--- config.mk ---
export PLATFORM = sky130hd
export DESIGN_NAME = rh_xfer_seq_flat
export DESIGN_NICKNAME = d
export VERILOG_FILES = /design/src/rtl/rh_xfer_seq_pkg.sv /design/src/rtl/rh_xfer_seq_if.sv /design/src/rtl/rh_xfer_seq_timer.sv /design/src/rtl/rh_xfer_seq.sv /design/src/flat_wrapper.sv
export SDC_FILE = /design/constraint.sdc
export NUM_CORES = 1
export LEC_CHECK = 0
export BUFFER_PORTS_ARGS = -buffer_cell sky130_fd_sc_hd__buf_4
export CAP_MARGIN = 40
export CORE_ASPECT_RATIO = 0.7
export CORE_MARGIN = 10
export CORE_UTILIZATION = 48
export CTS_CLUSTER_SIZE = 40
export DETAILED_ROUTE_END_ITERATION = 10
export PLACE_DENSITY_LB_ADDON = 0.3
export SYNTH_ARGS = -nofsm -noshare
export SYNTH_HDL_FRONTEND = slang
export SYNTH_SLANG_ARGS = --single-unit
--- constraint.sdc ---
create_clock -name clk -period 3 [get_ports clk]
set_clock_uncertainty 0.1 [all_clocks]
set_input_delay 0 -clock clk [delete_from_list [all_inputs] [get_ports clk]]
set_output_delay 0 -clock clk [all_outputs]
set_load 0.005 [all_outputs]
--- src/rtl/rh_xfer_seq_pkg.sv ---
// Shared codes and state encoding for the RH11 DMA transfer sequencer.
// The RH_WCHK_EN macro adds the write-check compare state.
package rh_xfer_seq_pkg;

    localparam int unsigned DATA_W = 36;
    localparam int unsigned WC_W   = 16;
    localparam int unsigned BA_W   = 18;

    localparam logic [1:0] FUN_NONE  = 2'b00;
    localparam logic [1:0] FUN_WRITE = 2'b01;
    localparam logic [1:0] FUN_READ  = 2'b10;
    localparam logic [1:0] FUN_WCHK  = 2'b11;

    localparam logic [2:0] ST_IDLE  = 3'd0;
    localparam logic [2:0] ST_MRD   = 3'd1;
    localparam logic [2:0] ST_DWAIT = 3'd2;
    localparam logic [2:0] ST_MWR   = 3'd3;
    localparam logic [2:0] ST_CMP   = 3'd4;
    localparam logic [2:0] ST_DONE  = 3'd5;

    typedef enum logic [2:0] {
        S_IDLE  = ST_IDLE,
        S_MRD   = ST_MRD,
        S_DWAIT = ST_DWAIT,
        S_MWR   = ST_MWR,
`ifdef RH_WCHK_EN
        S_CMP   = ST_CMP,
`endif
        S_DONE  = ST_DONE
    } state_t;

endpackage

--- src/rtl/rh_xfer_seq_if.sv ---
// DMA port and drive data port of the RH11 transfer sequencer.
interface rh_xfer_seq_if;
    import rh_xfer_seq_pkg::*;

    logic              dmaREQ;
    logic              dmaWR;
    logic [BA_W-1:0]   dmaADDR;
    logic [DATA_W-1:0] dmaDATAO;
    logic [DATA_W-1:0] dmaDATAI;
    logic              dmaACK;
    logic              drvREQ;
    logic [DATA_W-1:0] drvDATAI;
    logic [DATA_W-1:0] drvDATAO;
    logic              drvACK;

    modport master (
        output dmaREQ, dmaWR, dmaADDR, dmaDATAO, drvDATAO, drvACK,
        input  dmaDATAI, dmaACK, drvREQ, drvDATAI
    );

    modport slave (
        input  dmaREQ, dmaWR, dmaADDR, dmaDATAO, drvDATAO, drvACK,
        output dmaDATAI, dmaACK, drvREQ, drvDATAI
    );

endinterface

--- src/rtl/rh_xfer_seq_timer.sv ---
// Non-existent-memory watchdog: counts while a DMA request is pending and
// pulses expire in the cycle the request reaches TIMEOUT cycles of age.
module rh_xfer_seq_timer #(
    parameter int unsigned TIMEOUT = 64
) (
    input  logic clk,
    input  logic rst,
    input  logic start,
    input  logic ack,
    output logic expire
);

    localparam int unsigned CNT_W = $clog2(TIMEOUT) + 1;

    logic [CNT_W-1:0] cnt;

    // expire is registered one cycle early so it lines up with request age TIMEOUT-1
    always_ff @(posedge clk) begin
        if (rst) begin
            cnt    <= '0;
            expire <= 1'b0;
        end else if (start && !ack) begin
            cnt    <= cnt + CNT_W'(1);
            expire <= (cnt == CNT_W'(TIMEOUT - 2));
        end else begin
            cnt    <= '0;
            expire <= 1'b0;
        end
    end

endmodule

--- src/rtl/rh_xfer_seq.sv ---
// RH11 Massbus<->Unibus word transfer sequencer (read, write, write-check).
// Define RH_WCHK_EN to enable the write-check compare; otherwise function 11 discards drive data.
module rh_xfer_seq
    import rh_xfer_seq_pkg::*;
#(
    parameter int unsigned NEM_TIMEOUT = 64,
    parameter int unsigned BA_INC      = 4
) (
    input  logic              clk,
    input  logic              rst,
    input  logic              devRESET,
    input  logic              rhCLR,
    input  logic              xferGO,
    input  logic [1:0]        xferFUN,
    input  logic              rhBAI,
    input  logic              wcLOAD,
    input  logic              baLOAD,
    input  logic [DATA_W-1:0] rhDATAI,
    rh_xfer_seq_if.master     xfer,
    output logic [WC_W-1:0]   rhWC,
    output logic [BA_W-1:0]   rhBA,
    output logic              bufIR,
    output logic              bufOR,
    output logic              setNEM,
    output logic              setDLT,
    output logic              setWCE,
    output logic              xferBUSY,
    output logic              xferDONE
);

`ifdef RH_WCHK_EN
    localparam bit WCHK = 1'b1;
`else
    localparam bit WCHK = 1'b0;
`endif

    state_t            state;
    logic [1:0]        fun;
    logic [DATA_W-1:0] ir_buf;
    logic [DATA_W-1:0] or_buf;
    logic              dma_req;
    logic              dma_wr;
    logic              expire;
    logic              clr;
    logic              fetch_c;
    logic              fetch_go_c;
    logic              dlt_c;
    logic              drv_take_c;
    logic              complete_c;
    logic [WC_W-1:0]   wc_inc;
    logic [BA_W-1:0]   ba_next;
    logic              unused_hi;

    assign clr        = rst | devRESET | rhCLR;
    assign unused_hi  = ^rhDATAI[DATA_W-1:BA_W];
    assign fetch_c    = (fun == FUN_WRITE) || (WCHK && (fun == FUN_WCHK));
    assign fetch_go_c = (xferFUN == FUN_WRITE) || (WCHK && (xferFUN == FUN_WCHK));
    assign wc_inc     = rhWC + WC_W'(1);
    assign ba_next    = rhBAI ? rhBA : rhBA + BA_W'(BA_INC);

    // Drive asks before its buffer is ready: nothing to give, or previous word not yet stored
    assign dlt_c      = xferBUSY && xfer.drvREQ && (fetch_c ? !bufOR : bufIR);
    // Combinational so the drive sees its ack in the same cycle as its request
    assign drv_take_c = (state == S_DWAIT) && xfer.drvREQ && !dlt_c;

    always_comb begin
        complete_c = 1'b0;
        case (state)
            S_DWAIT: complete_c = drv_take_c &&
                                  ((fun == FUN_WRITE) || (!WCHK && (fun == FUN_WCHK)));
            S_MWR:   complete_c = xfer.dmaACK;
`ifdef RH_WCHK_EN
            S_CMP:   complete_c = 1'b1;
`endif
            default: complete_c = 1'b0;
        endcase
    end

    assign xfer.dmaREQ   = dma_req;
    assign xfer.dmaWR    = dma_wr;
    assign xfer.dmaADDR  = rhBA;
    assign xfer.dmaDATAO = ir_buf;
    assign xfer.drvDATAO = or_buf;
    assign xfer.drvACK   = drv_take_c;

    rh_xfer_seq_timer #(.TIMEOUT(NEM_TIMEOUT)) u_timer (
        .clk    (clk),
        .rst    (clr),
        .start  (dma_req),
        .ack    (xfer.dmaACK),
        .expire (expire)
    );

`ifdef RH_WCHK_EN
    logic wce_q;
    assign setWCE = wce_q;
`else
    assign setWCE = 1'b0;
`endif

    always_ff @(posedge clk) begin
        if (clr) begin
            state    <= S_IDLE;
            fun      <= FUN_NONE;
            ir_buf   <= '0;
            or_buf   <= '0;
            dma_req  <= 1'b0;
            dma_wr   <= 1'b0;
            rhWC     <= '0;
            rhBA     <= '0;
            bufIR    <= 1'b0;
            bufOR    <= 1'b0;
            setNEM   <= 1'b0;
            setDLT   <= 1'b0;
            xferBUSY <= 1'b0;
            xferDONE <= 1'b0;
`ifdef RH_WCHK_EN
            wce_q    <= 1'b0;
`endif
        end else begin
            setNEM   <= 1'b0;
            setDLT   <= 1'b0;
            xferDONE <= 1'b0;
`ifdef RH_WCHK_EN
            wce_q    <= 1'b0;
`endif
            if (dlt_c) begin
                setDLT   <= 1'b1;
                dma_req  <= 1'b0;
                dma_wr   <= 1'b0;
                xferBUSY <= 1'b0;
                xferDONE <= 1'b1;
                state    <= S_DONE;
            end else if (complete_c) begin
                // Word finished: advance counters, then next word or terminate
                rhWC    <= wc_inc;
                rhBA    <= ba_next;
                dma_req <= 1'b0;
                dma_wr  <= 1'b0;
                if (state == S_MWR)   bufIR <= 1'b0;
                if (state == S_DWAIT) bufOR <= 1'b0;
`ifdef RH_WCHK_EN
                if (state == S_CMP) begin
                    if (ir_buf != or_buf) begin
                        wce_q <= 1'b1;
                    end else begin
                        bufIR <= 1'b0;
                        bufOR <= 1'b0;
                    end
                end
                if ((wc_inc == '0) || ((state == S_CMP) && (ir_buf != or_buf))) begin
`else
                if (wc_inc == '0) begin
`endif
                    xferBUSY <= 1'b0;
                    xferDONE <= 1'b1;
                    state    <= S_DONE;
                end else if (fetch_c) begin
                    dma_req <= 1'b1;
                    state   <= S_MRD;
                end else begin
                    state <= S_DWAIT;
                end
            end else begin
                case (state)
                    S_IDLE: begin
                        if (wcLOAD) rhWC <= rhDATAI[WC_W-1:0];
                        if (baLOAD) rhBA <= rhDATAI[BA_W-1:0];
                        if (xferGO && (xferFUN != FUN_NONE)) begin
                            fun      <= xferFUN;
                            xferBUSY <= 1'b1;
                            if (fetch_go_c) begin
                                dma_req <= 1'b1;
                                dma_wr  <= 1'b0;
                                state   <= S_MRD;
                            end else begin
                                state <= S_DWAIT;
                            end
                        end
                    end
                    S_MRD: begin
                        if (xfer.dmaACK) begin
                            or_buf  <= xfer.dmaDATAI;
                            bufOR   <= 1'b1;
                            dma_req <= 1'b0;
                            state   <= S_DWAIT;
                        end else if (expire) begin
                            setNEM   <= 1'b1;
                            dma_req  <= 1'b0;
                            xferBUSY <= 1'b0;
                            xferDONE <= 1'b1;
                            state    <= S_DONE;
                        end
                    end
                    S_DWAIT: begin
                        if (drv_take_c && (fun == FUN_READ)) begin
                            ir_buf  <= xfer.drvDATAI;
                            bufIR   <= 1'b1;
                            dma_req <= 1'b1;
                            dma_wr  <= 1'b1;
                            state   <= S_MWR;
                        end
`ifdef RH_WCHK_EN
                        else if (drv_take_c && (fun == FUN_WCHK)) begin
                            ir_buf <= xfer.drvDATAI;
                            bufIR  <= 1'b1;
                            state  <= S_CMP;
                        end
`endif
                    end
                    S_MWR: begin
                        if (expire) begin
                            setNEM   <= 1'b1;
                            dma_req  <= 1'b0;
                            dma_wr   <= 1'b0;
                            xferBUSY <= 1'b0;
                            xferDONE <= 1'b1;
                            state    <= S_DONE;
                        end
                    end
                    S_DONE:  state <= S_IDLE;
                    default: state <= S_IDLE;
                endcase
            end
        end
    end

endmodule

--- src/flat_wrapper.sv ---
// flat-port wrapper written by rule: the top's interface ports become plain ports
module rh_xfer_seq_flat import rh_xfer_seq_pkg::*;
#(
    parameter int unsigned NEM_TIMEOUT = 64,
    parameter int unsigned BA_INC      = 4
)
  (clk, rst, devRESET, rhCLR, xferGO, xferFUN, rhBAI, wcLOAD, baLOAD, rhDATAI, rhWC, rhBA, bufIR, bufOR, setNEM, setDLT, setWCE, xferBUSY, xferDONE, xfer_dmaREQ, xfer_dmaWR, xfer_dmaADDR, xfer_dmaDATAO, xfer_drvDATAO, xfer_drvACK, xfer_dmaDATAI, xfer_dmaACK, xfer_drvREQ, xfer_drvDATAI);
  rh_xfer_seq_if xfer_i ();
  input  logic clk;
  input  logic rst;
  input  logic devRESET;
  input  logic rhCLR;
  input  logic xferGO;
  input  logic [1:0] xferFUN;
  input  logic rhBAI;
  input  logic wcLOAD;
  input  logic baLOAD;
  input  logic [DATA_W-1:0] rhDATAI;
  output logic [WC_W-1:0] rhWC;
  output logic [BA_W-1:0] rhBA;
  output logic bufIR;
  output logic bufOR;
  output logic setNEM;
  output logic setDLT;
  output logic setWCE;
  output logic xferBUSY;
  output logic xferDONE;
  output wire logic [$bits(xfer_i.dmaREQ)-1:0] xfer_dmaREQ;
  output wire logic [$bits(xfer_i.dmaWR)-1:0] xfer_dmaWR;
  output wire logic [$bits(xfer_i.dmaADDR)-1:0] xfer_dmaADDR;
  output wire logic [$bits(xfer_i.dmaDATAO)-1:0] xfer_dmaDATAO;
  output wire logic [$bits(xfer_i.drvDATAO)-1:0] xfer_drvDATAO;
  output wire logic [$bits(xfer_i.drvACK)-1:0] xfer_drvACK;
  input wire logic [$bits(xfer_i.dmaDATAI)-1:0] xfer_dmaDATAI;
  input wire logic [$bits(xfer_i.dmaACK)-1:0] xfer_dmaACK;
  input wire logic [$bits(xfer_i.drvREQ)-1:0] xfer_drvREQ;
  input wire logic [$bits(xfer_i.drvDATAI)-1:0] xfer_drvDATAI;
  assign xfer_dmaREQ = xfer_i.dmaREQ;
  assign xfer_dmaWR = xfer_i.dmaWR;
  assign xfer_dmaADDR = xfer_i.dmaADDR;
  assign xfer_dmaDATAO = xfer_i.dmaDATAO;
  assign xfer_drvDATAO = xfer_i.drvDATAO;
  assign xfer_drvACK = xfer_i.drvACK;
  assign xfer_i.dmaDATAI = xfer_dmaDATAI;
  assign xfer_i.dmaACK = xfer_dmaACK;
  assign xfer_i.drvREQ = xfer_drvREQ;
  assign xfer_i.drvDATAI = xfer_drvDATAI;
  rh_xfer_seq #(.NEM_TIMEOUT(NEM_TIMEOUT), .BA_INC(BA_INC)) u_core (.clk(clk), .rst(rst), .devRESET(devRESET), .rhCLR(rhCLR), .xferGO(xferGO), .xferFUN(xferFUN), .rhBAI(rhBAI), .wcLOAD(wcLOAD), .baLOAD(baLOAD), .rhDATAI(rhDATAI), .xfer(xfer_i), .rhWC(rhWC), .rhBA(rhBA), .bufIR(bufIR), .bufOR(bufOR), .setNEM(setNEM), .setDLT(setDLT), .setWCE(setWCE), .xferBUSY(xferBUSY), .xferDONE(xferDONE));
endmodule
**Word level (Yosys, flattened, before mapping)**

Cells that the tools add are included.

- Flip-flop bits (word level): 127
- Input port bits: 120
- Output and inout port bits: 134
- Logic and storage cells: 139

- Add/sub/neg operators: 3
- Eq/ne operators: 22
- Mux-type cells: 52
- Bitwise gates (word level): 5
- Reductions and logical operators: 40

Operator list:

| kind | number |
|---|---|
| two-way mux 18 bit | 4 |
| two-way mux 16 bit | 3 |
| AND reduction 4 bit | 8 |
| two-way mux 1 bit | 30 |
| two-way mux 3 bit | 7 |
| adder 18 x 3 -> 18 bit, second input constant | 1 |
| adder 16 x 1 -> 16 bit, second input constant | 1 |
| zero test 16 bit | 1 |
| nonzero test 2 bit | 8 |
| != test 2 bit, second input constant | 6 |
| one-hot mux 3 bit (4 select lines) | 1 |
| logical AND 1 bit | 8 |
| adder 7 x 1 -> 7 bit, second input constant | 1 |
| equality test 7 x 6 -> 1 bit, second input constant | 1 |
| equality test 3 x 2 -> 1 bit, second input constant | 2 |
| != test 3 x 1 -> 1 bit, second input constant | 2 |
| != test 3 x 2 -> 1 bit, second input constant | 2 |
| one-hot mux 1 bit (3 select lines) | 2 |
| AND reduction 5 bit | 1 |
| nonzero test 5 bit | 1 |
| equality test 2 x 1 -> 1 bit, second input constant | 2 |
| equality test 2 bit, second input constant | 2 |
| two-way mux 2 bit | 2 |
| != test 2 x 1 -> 1 bit, second input constant | 2 |
| other kinds (16) | 24 |

**Logic depth before layout (Yosys ltp)**

- Depth in word-level cells: 10
- Gate-level depth with buffers: 9
- Mapped depth without buffers: 7

**Hierarchy**

From an unflattened synthesis, not the netlist that was laid out.

- Cells, all modules: 752
- Area total of the unflattened synthesis: 5848.1 µm²

Modules (own cells, without submodules):

| module | instances | cells each | area each (µm²) | sequential area each (µm²) |
|---|---|---|---|---|
| rh_xfer_seq | 1 | 717 | 5510.3 | 2382.3 |
| rh_xfer_seq_timer | 1 | 35 | 337.8 | 160.2 |

**Worst setup path after synthesis**

Ideal clock, no wire load.

- Kind: register -> register
- Start: register u_core.rhWC[3]
- End: register u_core.state[1]
- Setup time: 129 ps
- Data arrival time: 1897 ps
- Data required time: 2771 ps
- Slack: 874 ps
- Cell stages (with the launch flop): 8
- Path buffers: 1
- Period minus slack after synthesis: 2126 ps
- Path through: dfxtp_1 > and4_4 > buf_6 > and2_4 > or3_1 > a221o_1 > nor4_4 > o41ai_1

- Word-level cells in the longest chain between the ends: 4

RTL lines:

| item | line | RTL |
|---|---|---|
| start: declaration | rh_xfer_seq.sv:20 | `output logic [WC_W-1:0] rhWC,` |
| start signal: assignment | rh_xfer_seq.sv:136 | `rhWC <= wc_inc;` |
| start signal: assignment | rh_xfer_seq.sv:167 | `if (wcLOAD) rhWC <= rhDATAI[WC_W-1:0];` |
| adder 16 x 1 -> 16 bit | rh_xfer_seq.sv:58 | `assign wc_inc = rhWC + WC_W'(1);` |
| zero test 16 bit | rh_xfer_seq.sv:153 | `if (wc_inc == '0) begin` |
| two-way mux 3 bit | rh_xfer_seq.sv:153 |  |
| two-way mux 3 bit | rh_xfer_seq.sv:134 | `end else if (complete_c) begin` |
| end signal: assignment | rh_xfer_seq.sv:133 | `state <= S_DONE;` |
| end signal: assignment | rh_xfer_seq.sv:157 | `state <= S_DONE;` |
| end signal: assignment | rh_xfer_seq.sv:160 | `state <= S_MRD;` |
| end: declaration | rh_xfer_seq.sv:37 | `state_t state;` |

No other way between the ends.
A chain may end at the register's enable or synchronous reset.

**Worst setup path in the final report**

- Start: register u_core.state[1]
- End: register u_core.rhBA[16]

- Word-level cells in the longest chain between the ends: 7
- Elaborated cells between the ends (all ways): 12
- Classes of those cells: eq/ne (3); mux (2); reduce/logical (7)

RTL lines:

| item | line | RTL |
|---|---|---|
| start signal: assignment | rh_xfer_seq.sv:103 | `state <= S_IDLE;` |
| start signal: assignment | rh_xfer_seq.sv:133 |  |
| start signal: assignment | rh_xfer_seq.sv:157 |  |
| equality test 3 x 2 -> 1 bit | rh_xfer_seq.sv:64, rh_xfer_seq.sv:68 |  |
| logical AND 1 bit (2 in series) | rh_xfer_seq.sv:64 | `assign drv_take_c = (state == S_DWAIT) && xfer.drvREQ && !dlt_c;` |
| logical AND 1 bit | rh_xfer_seq.sv:69 | `S_DWAIT: complete_c = drv_take_c &&` |
| one-hot mux 1 bit (2 select lines) | rh_xfer_seq.sv:68 | `case (state)` |
| != test 2 bit (no line) / nonzero test 2 bit (equally long branches) | -- |  |
| AND reduction 4 bit (no line) | -- |  |
| end signal: assignment | rh_xfer_seq.sv:137 | `rhBA <= ba_next;` |
| end signal: assignment | rh_xfer_seq.sv:168 | `if (baLOAD) rhBA <= rhDATAI[BA_W-1:0];` |
| end: declaration | rh_xfer_seq.sv:21 | `output logic [BA_W-1:0] rhBA,` |

Several ways; a longest one is shown, not always the timed one.

==> summary.txt <==
Drt
  • DRC Markers: 0
  • Final ANT Viol Nets: 0
  • DR iter-0 viols: 434
  • First-pass DRT Iterations: 6
  • Vias after detailed routing: 6715
  • DR WL/cell: 17.8 um
  • DR vias/cell: 5.46
  • Post-Route WL: 21900 um

Pwr
  • Worst vdd ir: 0.000457 V
  • Leak: 3.71 nW
  • PD cells: 447 nW/um^2
  • Final Power: 4.13 mW

Synth
  • Synth Area per Inst: 7.80 um^2
  • Xor and xnor fraction of the mapped netlist area: 0.887%
  • Largest family of logic cells by synthesized area: simple AND/OR/NAND/NOR gates
  • #FFs+latches synth: 127
  • Synth Area in Simple Gates: 27.1%
  • Top FF cell, synth: dfxtp_1
  • Post-Synth Adder-Cell Area: 0.845%
  • Synth Net Count: 884
  • Number of library cell types mapped by synthesis: 67
  • Post-synth ARST share: 0%
  • Synth warn: 0
  • Synthesized instance count: 760
  • Post-synthesis sequential area ratio: 42.9%
  • Post-synth EDFFs: 0
  • Compound-gate portion of the synthesized area: 20.6%
  • Post-synthesis mux area share: 1.01%
  • Cell area after synthesis: 5920 um^2

Finish
  • Register area: 2540 um^2
  • Commonest non-fill, non-tap cell in the layout: buf_4
  • Area of the multi-input gates: 3040 um^2
  • Share of cells above drive strength 1: 27.9%
  • Fillcell total: 832
  • Most frequent cells in the layout: buf_4, nand2_1, dfxtp_1, a21oi_1, dlygate4sd3_1
  • Finished Layout Cells: 1230
  • P&R area growth vs syn: 55.8%
  • Final nets: 1181

GRT
  • First-pass GRT wire length: 34200 um
  • Total gr overflow: 0
  • Global Route Usage Sum: 23.7%
  • Pin count of the biggest net entering global routing: 57
  • Initial antenna violation count: 3
  • Vias in the first global route: 6418

Timing
  • Max-slew headroom: 46.8%
  • Setup-failing EPs final: 0
  • Fin crit period: 2910 ps
  • Final period util: 96.9%
  • Max Slew Vio Count: 0
  • F_max: 344 MHz
  • Worst Max-Slew Pin Slew: 793 ps
  • Final WS setup: 94.0 ps
  • Hold Fails Final Rpt: 0
  • Fin Setup TNS: 0 ps
  • Unrepaired setup endpoints after global routing: false

Clocking
  • Clock Sinks: 127
  • CTS tree: yes
  • Reg clk slew, reported paths: 60 ps
  • CTS max path bufs: 2
  • Post-CTS setup buffers: 0
  • Clock root buffer: clkbuf_16
  • Clk_lat worst skew: 400 ps
  • Total CTS buffers: 17
  • CTS H-Tree Depth: 4

Worst setup path
  • Largest stage delay on the critical path: 560 ps
  • CP Max Fanout: 15
  • Crit path launch type: flip-flop
  • CP required: 3180 ps
  • Critical Path Slowest Stage Cell: or4b_1
  • Setup crit end kind: flip-flop
  • Path type of the worst setup path: flip-flop to flip-flop
  • Arr. time, crit path: 3080 ps
  • Crit path cell chain: buf_4 -> or4b_1 -> a21oi_1 -> nor2_1 -> or2_2 -> o211ai_1 -> o21ai_1 -> dlygate4sd3_1

Placement
  • PortBufs: 234
  • Inst Count DP: 1098
  • Pre-CTS setup slack: 497 ps
  • Routability cong.: 0.872
  • DP HPWL: 14200 um

Flow run
  • Max_cap viols: 0

Die
  • Die X: 153 um
  • Core area: 11900 um^2
  • Num ports: 254
  • Die area: 17300 um^2
  • Initial Util: 49.8%
  • Height of the die: 113 um
  • Row count: 33

Status
  • Status: finished, final reports clean

Hold path
  • Worst hold path class: primary input to flip-flop
[worst max-delay path: cells and delay by family, from the launching register on]
| family | cells | cell delay, ps |
|---|---|---|
| simple gates | 3 | 1080 |
| buf+inv | 2 | 740 |
| compound gates | 3 | 490 |
| flops | 1 | 370 |
[metal layers]
layer | part of all wire, % | GRT usage [%]
met1 | 41 | 28.8
met2 | 47 | 38.6
met3 | 7.9 | 6.66
met4 | 3.7 | 10.3
met5 | 0 | 0
[cell families after synthesis]
family	after synthesis
compound gates	215
simple gates	329
buf+inv	72
other cells	1
xor+xnor	6
fa+ha+maj	4
flops	127
mux	6
[path summary, 6_finish.rpt]
path	from	slack [ps]	cells after the start	to
setup / recovery	u_core.state[1]$_SDFFE_PP0P_	90	8	u_core.rhBA[16]$_SDFFE_PP0P_
hold / removal	baLOAD	60	4	u_core.rhBA[0]$_SDFFE_PP0P_
setup reg to reg	u_core.state[1]$_SDFFE_PP0P_	90	8	u_core.rhBA[16]$_SDFFE_PP0P_
hold reg to reg	u_core.xfer.dmaDATAO[9]$_SDFFE_PP0P_	350	2	u_core.xfer.dmaDATAO[9]$_SDFFE_PP0P_
[state kept, by name, indices dropped and copies added, names as in the netlist, 2 cells and up]
name / count
u_core.rhBA: 18
u_core.u_timer.cnt: 7
u_core.state: 3
u_core.xfer.drvDATAO: 36
u_core.rhWC: 16
u_core.fun: 2
u_core.xfer.dmaDATAO: 36
[metrics by stage]
step / hold slack (ps) / util [%] / area, um^2
3_5_place_dp: 155 / 64.4 / 7660
6_report: 57.2 / 77.6 / 9230
3_3_place_gp: 147 / 64.4 / 7660
4_1_cts: 33.8 / 77.4 / 9210
5_1_grt: 66.3 / 77.6 / 9230
2_1_floorplan: 31.8 / - / 5920
[final cells by class]
type / instances / area share (%)
sequential: 127 / 27.5
antenna: 3 / 0.0813
clock inverter: 14 / 1.72
clock buffer: 18 / 4.65
timing repair buffer: 346 / 30.9
multi-input combinational: 562 / 32.9
inverter: 3 / 0.122
tap: 157 / 2.13
[cells in the mapped netlist (all sizes together) (2+ instances only)]
cell,instances,area [um^2]
a211oi,5,37.5
a21o,5,37.5
a21oi,117,586
a2bb2oi,2,17.5
a31o,2,17.5
a31oi,8,50.1
a32o,2,20.0
and2,19,121
and3,7,43.8
and4,6,55.1
buf,38,263
clkbuf,31,116
dfxtp,127,2540
ha,4,50.1
inv,3,11.3
mux2i,6,60.1
nand2,181,679
nand2b,9,56.3
nand3,19,95.1
nand3b,7,52.6
nand4,8,50.1
nand4b,2,23.8
nor2,27,101
nor3,13,65.1
nor3b,7,52.6
nor4,8,71.3
nor4b,2,32.5
o2111ai,2,17.5
o211ai,2,15.0
o21a,3,22.5
o21ai,49,249
o22ai,3,18.8
o31a,2,17.5
o31ai,2,15.0
or3,6,37.5
or3b,2,17.5
xnor2,2,17.5
xor2,4,35.0
[power by group]
part	internal (mW)	total, mW	switching [mW]
combinational	0.226	0.373	0.148
clock	1.24	2.04	0.798
sequential	1.70	1.72	0.0180
[repair_timing]
| item | in CTS | in global routing |
|---|---|---|
| hold buffers | 96 | 0 |
| endpoints found under the setup margin | 0 | 2 |
| resized for setup | 0 | 4 |
| hold endpoints to repair | 102 | 0 |
Note: power is estimated with default switching activity, not from simulation.
